File: src/rtl/icebus_pkg.sv
// Shared constants, address helpers and FSM state type for the icebus poller.
package icebus_pkg;

  // Control-block register offsets.
  localparam logic [7:0] REG_KP  = 8'h01;
  localparam logic [7:0] REG_SP  = 8'h0C;
  localparam logic [7:0] REG_POS = 8'h04;
  localparam logic [7:0] REG_VEL = 8'h05;
  localparam logic [7:0] REG_DIS = 8'h06;
  localparam logic [7:0] REG_CUR = 8'h07;

  // Write-port register selects.
  localparam logic [7:0] WSEL_KP        = 8'd0;
  localparam logic [7:0] WSEL_KI        = 8'd1;
  localparam logic [7:0] WSEL_KD        = 8'd2;
  localparam logic [7:0] WSEL_SP        = 8'd3;
  localparam logic [7:0] WSEL_PWM_LIM   = 8'd4;
  localparam logic [7:0] WSEL_INT_LIM   = 8'd5;
  localparam logic [7:0] WSEL_DEADBAND  = 8'd6;
  localparam logic [7:0] WSEL_CTRL_MODE = 8'd7;

  localparam logic [31:0] DEADBEEF = 32'hDEAD_BEEF;

  typedef enum logic [1:0] {
    ST_IDLE,
    ST_WRITE,
    ST_READ,
    ST_PUSH
  } poll_state_e;

  function automatic logic [15:0] read_addr(input logic [7:0] motor, input logic [7:0] offset);
    return {motor, offset};
  endfunction

  function automatic logic [15:0] write_addr(input logic [7:0] sel, input logic [7:0] motor);
    return {sel, motor};
  endfunction

  // Sweep slot 0..3 maps onto position..current.
  function automatic logic [7:0] read_offset(input logic [1:0] idx);
    return REG_POS + {6'd0, idx};
  endfunction

endpackage

File: src/rtl/poll_tick_gen.sv
// Free-running down-counter emitting a one-cycle tick every PERIOD cycles.
module poll_tick_gen #(
  parameter int PERIOD = 50_000
) (
  input  logic clock_i,
  input  logic reset_n_i,
  output logic tick_o
);
  localparam int CW = (PERIOD > 1) ? $clog2(PERIOD) : 1;

  logic [CW-1:0] count_q, count_d;

  always_comb begin
    tick_o  = (count_q == '0);
    count_d = tick_o ? CW'(PERIOD - 1) : count_q - 1'b1;
  end

  always_ff @(posedge clock_i or negedge reset_n_i) begin
    if (!reset_n_i) count_q <= CW'(PERIOD - 1);
    else            count_q <= count_d;
  end

endmodule

File: src/rtl/icebus_status_poller.sv
// Avalon-MM master sweeping motor status registers on a fixed tick, with an
// interleaved single-entry write port.
module icebus_status_poller
  import icebus_pkg::*;
#(
  parameter int NUMBER_OF_MOTORS = 6,
  parameter int CLOCK_SPEED_HZ   = 50_000_000,
  parameter int POLL_RATE_HZ     = 1000,
  parameter int TIMEOUT_CYCLES   = 64
) (
  input  logic        clock_i,
  input  logic        reset_n_i,
  input  logic        enable_i,
  output logic [15:0] avm_address_o,
  output logic        avm_read_o,
  output logic        avm_write_o,
  output logic [31:0] avm_writedata_o,
  input  logic [31:0] avm_readdata_i,
  input  logic        avm_waitrequest_i,
  input  logic        wr_req_i,
  input  logic [7:0]  wr_reg_i,
  input  logic [7:0]  wr_motor_i,
  input  logic [31:0] wr_data_i,
  output logic        wr_ack_o,
  output logic        sample_valid_o,
  input  logic        sample_ready_i,
  output logic [7:0]  sample_motor_o,
  output logic [7:0]  sample_reg_o,
  output logic [31:0] sample_data_o,
  output logic        sweep_done_o,
  output logic [15:0] err_count_o,
  output logic [7:0]  overrun_count_o
);
  localparam int         TICK_PERIOD = CLOCK_SPEED_HZ / POLL_RATE_HZ;
  localparam int         TO_W        = $clog2(TIMEOUT_CYCLES + 1);
  localparam logic [7:0] LAST_MOTOR  = 8'(NUMBER_OF_MOTORS - 1);

  logic tick;

  poll_tick_gen #(.PERIOD(TICK_PERIOD)) u_tick (
    .clock_i   (clock_i),
    .reset_n_i (reset_n_i),
    .tick_o    (tick)
  );

  poll_state_e      state_q, state_d;
  logic [7:0]       motor_q, motor_d;
  logic [1:0]       slot_q, slot_d;
  logic             pending_q, pending_d;
  logic             in_sweep_q, in_sweep_d;
  logic [TO_W-1:0]  stall_q, stall_d;
  logic [15:0]      addr_q, addr_d;
  logic             read_q, read_d;
  logic             write_q, write_d;
  logic [31:0]      wdata_q, wdata_d;
  logic             valid_q, valid_d;
  logic [7:0]       smotor_q, smotor_d;
  logic [7:0]       sreg_q, sreg_d;
  logic [31:0]      sdata_q, sdata_d;
  logic             done_q, done_d;
  logic [15:0]      err_q, err_d;
  logic [7:0]       ovr_q, ovr_d;

  logic       last_sample;
  logic [7:0] nxt_motor;
  logic [1:0] nxt_slot;
  logic [31:0] rd_ext;

  always_comb begin
    last_sample = (motor_q == LAST_MOTOR) && (slot_q == 2'd3);
    nxt_motor   = (slot_q == 2'd3) ? motor_q + 8'd1 : motor_q;
    nxt_slot    = slot_q + 2'd1;
    rd_ext      = (slot_q == 2'd3) ? {{16{avm_readdata_i[15]}}, avm_readdata_i[15:0]}
                                   : avm_readdata_i;
  end

  always_comb begin
    state_d    = state_q;
    motor_d    = motor_q;
    slot_d     = slot_q;
    pending_d  = pending_q;
    in_sweep_d = in_sweep_q;
    stall_d    = stall_q;
    addr_d     = addr_q;
    read_d     = read_q;
    write_d    = write_q;
    wdata_d    = wdata_q;
    valid_d    = valid_q;
    smotor_d   = smotor_q;
    sreg_d     = sreg_q;
    sdata_d    = sdata_q;
    done_d     = 1'b0;
    err_d      = err_q;
    ovr_d      = ovr_q;

    // A tick that finds work already queued or running is an overrun.
    if (tick) begin
      if (pending_q || in_sweep_q) begin
        if (ovr_q != 8'hFF) ovr_d = ovr_q + 8'd1;
      end else if (enable_i) begin
        pending_d = 1'b1;
      end
    end

    unique case (state_q)
      ST_IDLE: begin
        if (wr_req_i) begin
          state_d = ST_WRITE;
          write_d = 1'b1;
          addr_d  = write_addr(wr_reg_i, wr_motor_i);
          wdata_d = wr_data_i;
        end else if (pending_q) begin
          state_d    = ST_READ;
          pending_d  = 1'b0;
          in_sweep_d = 1'b1;
          motor_d    = 8'd0;
          slot_d     = 2'd0;
          read_d     = 1'b1;
          stall_d    = '0;
          addr_d     = read_addr(8'd0, REG_POS);
        end
      end
      ST_WRITE: begin
        if (!avm_waitrequest_i) begin
          write_d = 1'b0;
          if (in_sweep_q) begin
            state_d = ST_READ;
            read_d  = 1'b1;
            stall_d = '0;
            addr_d  = read_addr(motor_q, read_offset(slot_q));
          end else begin
            state_d = ST_IDLE;
          end
        end
      end
      ST_READ: begin
        smotor_d = motor_q;
        sreg_d   = read_offset(slot_q);
        if (!avm_waitrequest_i) begin
          read_d  = 1'b0;
          valid_d = 1'b1;
          sdata_d = rd_ext;
          state_d = ST_PUSH;
        end else if (stall_q == TO_W'(TIMEOUT_CYCLES - 1)) begin
          read_d  = 1'b0;
          valid_d = 1'b1;
          sdata_d = DEADBEEF;
          if (err_q != 16'hFFFF) err_d = err_q + 16'd1;
          state_d = ST_PUSH;
        end else begin
          stall_d = stall_q + 1'b1;
        end
      end
      ST_PUSH: begin
        if (sample_ready_i) begin
          valid_d = 1'b0;
          if (last_sample) begin
            done_d     = 1'b1;
            in_sweep_d = 1'b0;
          end else begin
            motor_d = nxt_motor;
            slot_d  = nxt_slot;
          end
          // Pending writes slip in between samples, never inside a read.
          if (wr_req_i) begin
            state_d = ST_WRITE;
            write_d = 1'b1;
            addr_d  = write_addr(wr_reg_i, wr_motor_i);
            wdata_d = wr_data_i;
          end else if (!last_sample) begin
            state_d = ST_READ;
            read_d  = 1'b1;
            stall_d = '0;
            addr_d  = read_addr(nxt_motor, read_offset(nxt_slot));
          end else begin
            state_d = ST_IDLE;
          end
        end
      end
      default: state_d = ST_IDLE;
    endcase
  end

  always_ff @(posedge clock_i or negedge reset_n_i) begin
    if (!reset_n_i) begin
      state_q    <= ST_IDLE;
      motor_q    <= '0;
      slot_q     <= '0;
      pending_q  <= 1'b0;
      in_sweep_q <= 1'b0;
      stall_q    <= '0;
      addr_q     <= '0;
      read_q     <= 1'b0;
      write_q    <= 1'b0;
      wdata_q    <= '0;
      valid_q    <= 1'b0;
      smotor_q   <= '0;
      sreg_q     <= '0;
      sdata_q    <= '0;
      done_q     <= 1'b0;
      err_q      <= '0;
      ovr_q      <= '0;
    end else begin
      state_q    <= state_d;
      motor_q    <= motor_d;
      slot_q     <= slot_d;
      pending_q  <= pending_d;
      in_sweep_q <= in_sweep_d;
      stall_q    <= stall_d;
      addr_q     <= addr_d;
      read_q     <= read_d;
      write_q    <= write_d;
      wdata_q    <= wdata_d;
      valid_q    <= valid_d;
      smotor_q   <= smotor_d;
      sreg_q     <= sreg_d;
      sdata_q    <= sdata_d;
      done_q     <= done_d;
      err_q      <= err_d;
      ovr_q      <= ovr_d;
    end
  end

  assign avm_address_o   = addr_q;
  assign avm_read_o      = read_q;
  assign avm_write_o     = write_q;
  assign avm_writedata_o = wdata_q;
  // Ack in the accept cycle so the requester can drop wr_req before IDLE re-samples it.
  assign wr_ack_o        = write_q & ~avm_waitrequest_i;
  assign sample_valid_o  = valid_q;
  assign sample_motor_o  = smotor_q;
  assign sample_reg_o    = sreg_q;
  assign sample_data_o   = sdata_q;
  assign sweep_done_o    = done_q;
  assign err_count_o     = err_q;
  assign overrun_count_o = ovr_q;

endmodule
File: config.mk
export PLATFORM = sky130hd
export DESIGN_NAME = icebus_status_poller
export DESIGN_NICKNAME = d
export VERILOG_FILES = /design/src/rtl/icebus_pkg.sv /design/src/rtl/poll_tick_gen.sv /design/src/rtl/icebus_status_poller.sv
export SDC_FILE = /design/constraint.sdc
export NUM_CORES = 1
export LEC_CHECK = 0
export CAP_MARGIN = 20
export CORE_MARGIN = 4
export CORE_UTILIZATION = 48
export DETAILED_ROUTE_END_ITERATION = 6
export PLACE_DENSITY = 0.81
export SLEW_MARGIN = 0
export SYNTH_ARGS = -nofsm -noshare
export SYNTH_HDL_FRONTEND = slang
export SYNTH_SLANG_ARGS = --single-unit
File: constraint.sdc
create_clock -name clock_i -period 3.1 [get_ports clock_i]
set_input_delay 0.465 -clock clock_i [delete_from_list [all_inputs] [get_ports clock_i]]
set_output_delay 0.465 -clock clock_i [all_outputs]
set_load 0.01 [all_outputs]
==> Flow_metrics.wiki <==
{| class="wikitable"
! Metric !! Value
|-
| Clock period minus worst slack || 2785 ps
|-
| Highest clock rate || 359.1 MHz
|-
| Number of synthesized flops with an enable pin || 0
|-
| Clock Path Buffers || 2
|-
| Critical setup path kind || reg -> reg
|-
| R2R Path End || avm_address_o[13]
|-
| Required time at the worst-slack endpoint || 3400 ps
|-
| Internal reg-to-reg setup slack || 320 ps
|-
| Sequential area share after synthesis || 0.5506
|-
| Number of pins with negative max-slew slack in the final report || 0
|-
| Port bufs || 205
|-
| Total global routing overflow || 0
|-
| Main combinational cell family by area after synthesis || simple AND/OR/NAND/NOR gates
|-
| Cell types occupying the most area after synthesis || dfrtp_1, mux2_2, nand2_1
|-
| Via count of the first global-routing pass || 5727
|-
| Die height || 129.7 um
|-
| Clock sinks || 156
|-
| Via count of the routed design || 5781
|-
| Share of final-layout standard cells stronger than drive strength 1 || 0.1080
|-
| Max IR drop VDD || 0.5792 mV
|-
| Measured slew at the worst slew-check pin || 796.6 ps
|-
| Clock-pin slew of the registers on the worst-case setup and hold paths || 60 ps
|-
| Global-route wire length before repair || 29170 um
|-
| Area growth, synth to finish || 39.75%
|-
| Part of the cycle the worst path needs || 0.8984
|-
| Finished Core Util || 0.6837
|-
| Buffer cell driving the clock tree root || clkbuf_16
|-
| Total Die Area || 0.01682 mm^2
|-
| Number of iterations in the first detailed-routing pass || 5
|-
| N_diodes || 0
|-
| Fillcell total || 1119
|-
| Compound-Gate Fraction of Synth Area || 0.1388
|-
| Xor and xnor fraction of the mapped netlist area || 0.03818
|-
| Synth Flop Type || dfrtp_1
|-
| Number of buffers added by the clock tree synthesis step || 17
|-
| Worst Skew || 8.391 ps
|-
| Width of the die || 129.7 um
|-
| Share of synthesized area spent on multiplexers || 0.06299
|-
| Flip-flop and latch count after synthesis || 156
|-
| Critical path peak fanout || 17
|-
| GRT Total Usage || 0.2194
|-
| Number of DRC markers in iteration 0 || 352
|-
| Kind of capture point of the worst setup path || flip-flop
|-
| HPWL Detailed || 13010 um
|-
| Cell type with the largest total area after synthesis || dfrtp_1
|-
| Number of antenna violations at the first check in global routing || 0
|-
| Yosys top cell area share || 0.5173
|-
| I/O Pins || 211
|-
| H-tree depth reported by CTS || 4
|-
| Area share of and/or/nand/nor cells after synthesis || 0.1540
|-
| Adder and majority gate portion of the synthesized area || 0.01408
|-
| R2R Path Start || motor_q[1]
|-
| Placeable core area || 0.01453 mm^2
|-
| Number of max-cap violations || 0
|-
| Initial Util || 0.4892
|-
| Type of element launching the critical path || flip-flop
|-
| Average detailed-routed wire length per instance || 17.09 um
|-
| Clock tree from TritonCTS || done
|-
| Post-layout nets || 961
|-
| Pwr Density || 848.2 mW/mm^2
|-
| FP Rows || 44
|-
| PnR worst setup slack || 315.1 ps
|-
| Cell area after synthesis || 0.007111 mm^2
|-
| Critical path origin || motor_q[1]
|-
| DRC violation count after routing || 0
|-
| Mean number of vias per cell || 5.433
|-
| Number of buffers added for setup after CTS || 0
|-
| Count of distinct cell types in the synthesized netlist || 66
|-
| WL final || 18180 um
|-
| Arrival time of data at the critical path endpoint || 3090 ps
|-
| Mean instance size in the synthesized netlist || 10.68 um^2
|-
| Setup_tns || 0 ps
|-
| YS warnings || 0
|-
| Final setup violating endpoints || 0
|-
| Leading cell types in the layout, fill and taps excluded || clkdlybuf4s50_1, dfrtp_1, nand2_1
|-
| Insertion delay of the later-clocked pin in the worst-skew pair || 420 ps
|-
| Relative max-transition margin || 0.4669
|-
| Number of failing hold endpoints at the final stage || 0
|-
| Result of the run || finished, final reports clean
|-
| Cell depth of the worst flop-to-flop path || 6
|-
| Antenna viol nets, final || 0
|-
| CTS-repair resized insts || 0
|-
| Leakage power || 4.265 nW
|-
| Kind of path behind the tightest hold check || in -> async
|-
| Final GP Congestion || 0.8909
|-
| Maximum number of pins on one net before global-route repair || 80
|-
| Worst-case setup slack after placement || 340.6 ps
|-
| Total of hold buffers inserted after clock tree synthesis || 0
|-
| Share of synthesized registers carrying an async set or reset || 1.000
|-
| RSZ-0062 raised after global routing || no
|-
| Number of instances in the synthesized netlist || 666
|-
| Most common library cell in the layout ignoring fill and taps || clkdlybuf4s50_1
|}
[report_power, final]
| part | switching [mW] | leakage, nW | internal (mW) |
|---|---|---|---|
| clock | 0.795 | 0.288 | 1.35 |
| combinational | 1.53 | 2.05 | 1.73 |
| sequential | 0.364 | 1.92 | 2.66 |
[logic make-up after synthesis]
family	count (synthesis)
AND/OR/NAND/NOR	222
buffers and inverters	65
AO/OA/AOI/OAI	143
other	1
XOR/XNOR	31
flip-flops	156
multiplexers	40
adder cells (fa/ha/maj)	8
[flip-flops by register name, indices dropped and copies added (netlist names), 2 cells and up]
| register | cells |
|---|---|
| err_count_o | 16 |
| motor_q | 8 |
| u_tick.count_q | 16 |
| sample_motor_o | 8 |
| state_q | 2 |
| slot_q | 2 |
| stall_q | 7 |
| overrun_count_o | 8 |
| avm_address_o | 16 |
| sample_data_o | 32 |
| avm_writedata_o | 32 |
| sample_reg_o | 3 |
[metrics by stage]
stage / cell area [um^2] / instances / total power, mW / hold slack (ps)
floorplan: 7126 / 670 / 4.618 / 169.4
global placement: 9339 / 1032 / 6.251 / 443.7
detailed placement: 9339 / 1032 / 6.315 / 448.0
CTS: 9937 / 1064 / 8.511 / 114.1
global route: 9937 / 1064 / 8.922 / 139.3
finish: 9937 / 1064 / 8.428 / 93.69
[synthesized netlist by cell type (11+ instances only)]
master,instances
clkbuf_1,29
xnor2_1,22
inv_1,22
a21oi_1,18
o21ai_0,42
nand2_1,75
o22a_1,15
mux2_2,34
nand3_1,24
dfrtp_1,147
nand4_1,11
nor2_1,49
o31ai_1,11
[critical path, stage by stage, from the launching register on]
cell and delay (ps):
dfrtp_1 430, inv_1 110, ha_1 130, or4b_4 470, or4_1 650, o22a_1 490
mux2_4 380
[worst max-delay path by stage]
stage | endpoint | slack, ps | cells after the start
after floorplan | avm_address_o[13] | 660 | 8
after global placement | avm_address_o[13] | 380 | 6
after detailed placement | avm_address_o[13] | 340 | 6
after CTS | avm_address_o[13] | 330 | 6
after global routing | avm_address_o[13] | 170 | 6
final | avm_address_o[13] | 320 | 6
[routing by layer]
layer  up-vias  track usage  part of all wire
met5         -            0                 0
met4         0      0.08191             0.026
met3        38      0.06058             0.049
met2       162       0.3552              0.50
met1      2811       0.2836              0.42
li1       2770            -                 -
[area by class of cell]
cell class	instances	area [um^2]	area share
multi-input combinational	449	2929	0.2948
tap	184	230.2	0.02317
clock buffer	25	455.4	0.04583
sequential	156	3915	0.3940
clock inverter	7	142.6	0.01435
inverter	23	86.33	0.008688
timing repair buffer	220	2178	0.2192
(Power assumes the default switching activity.)
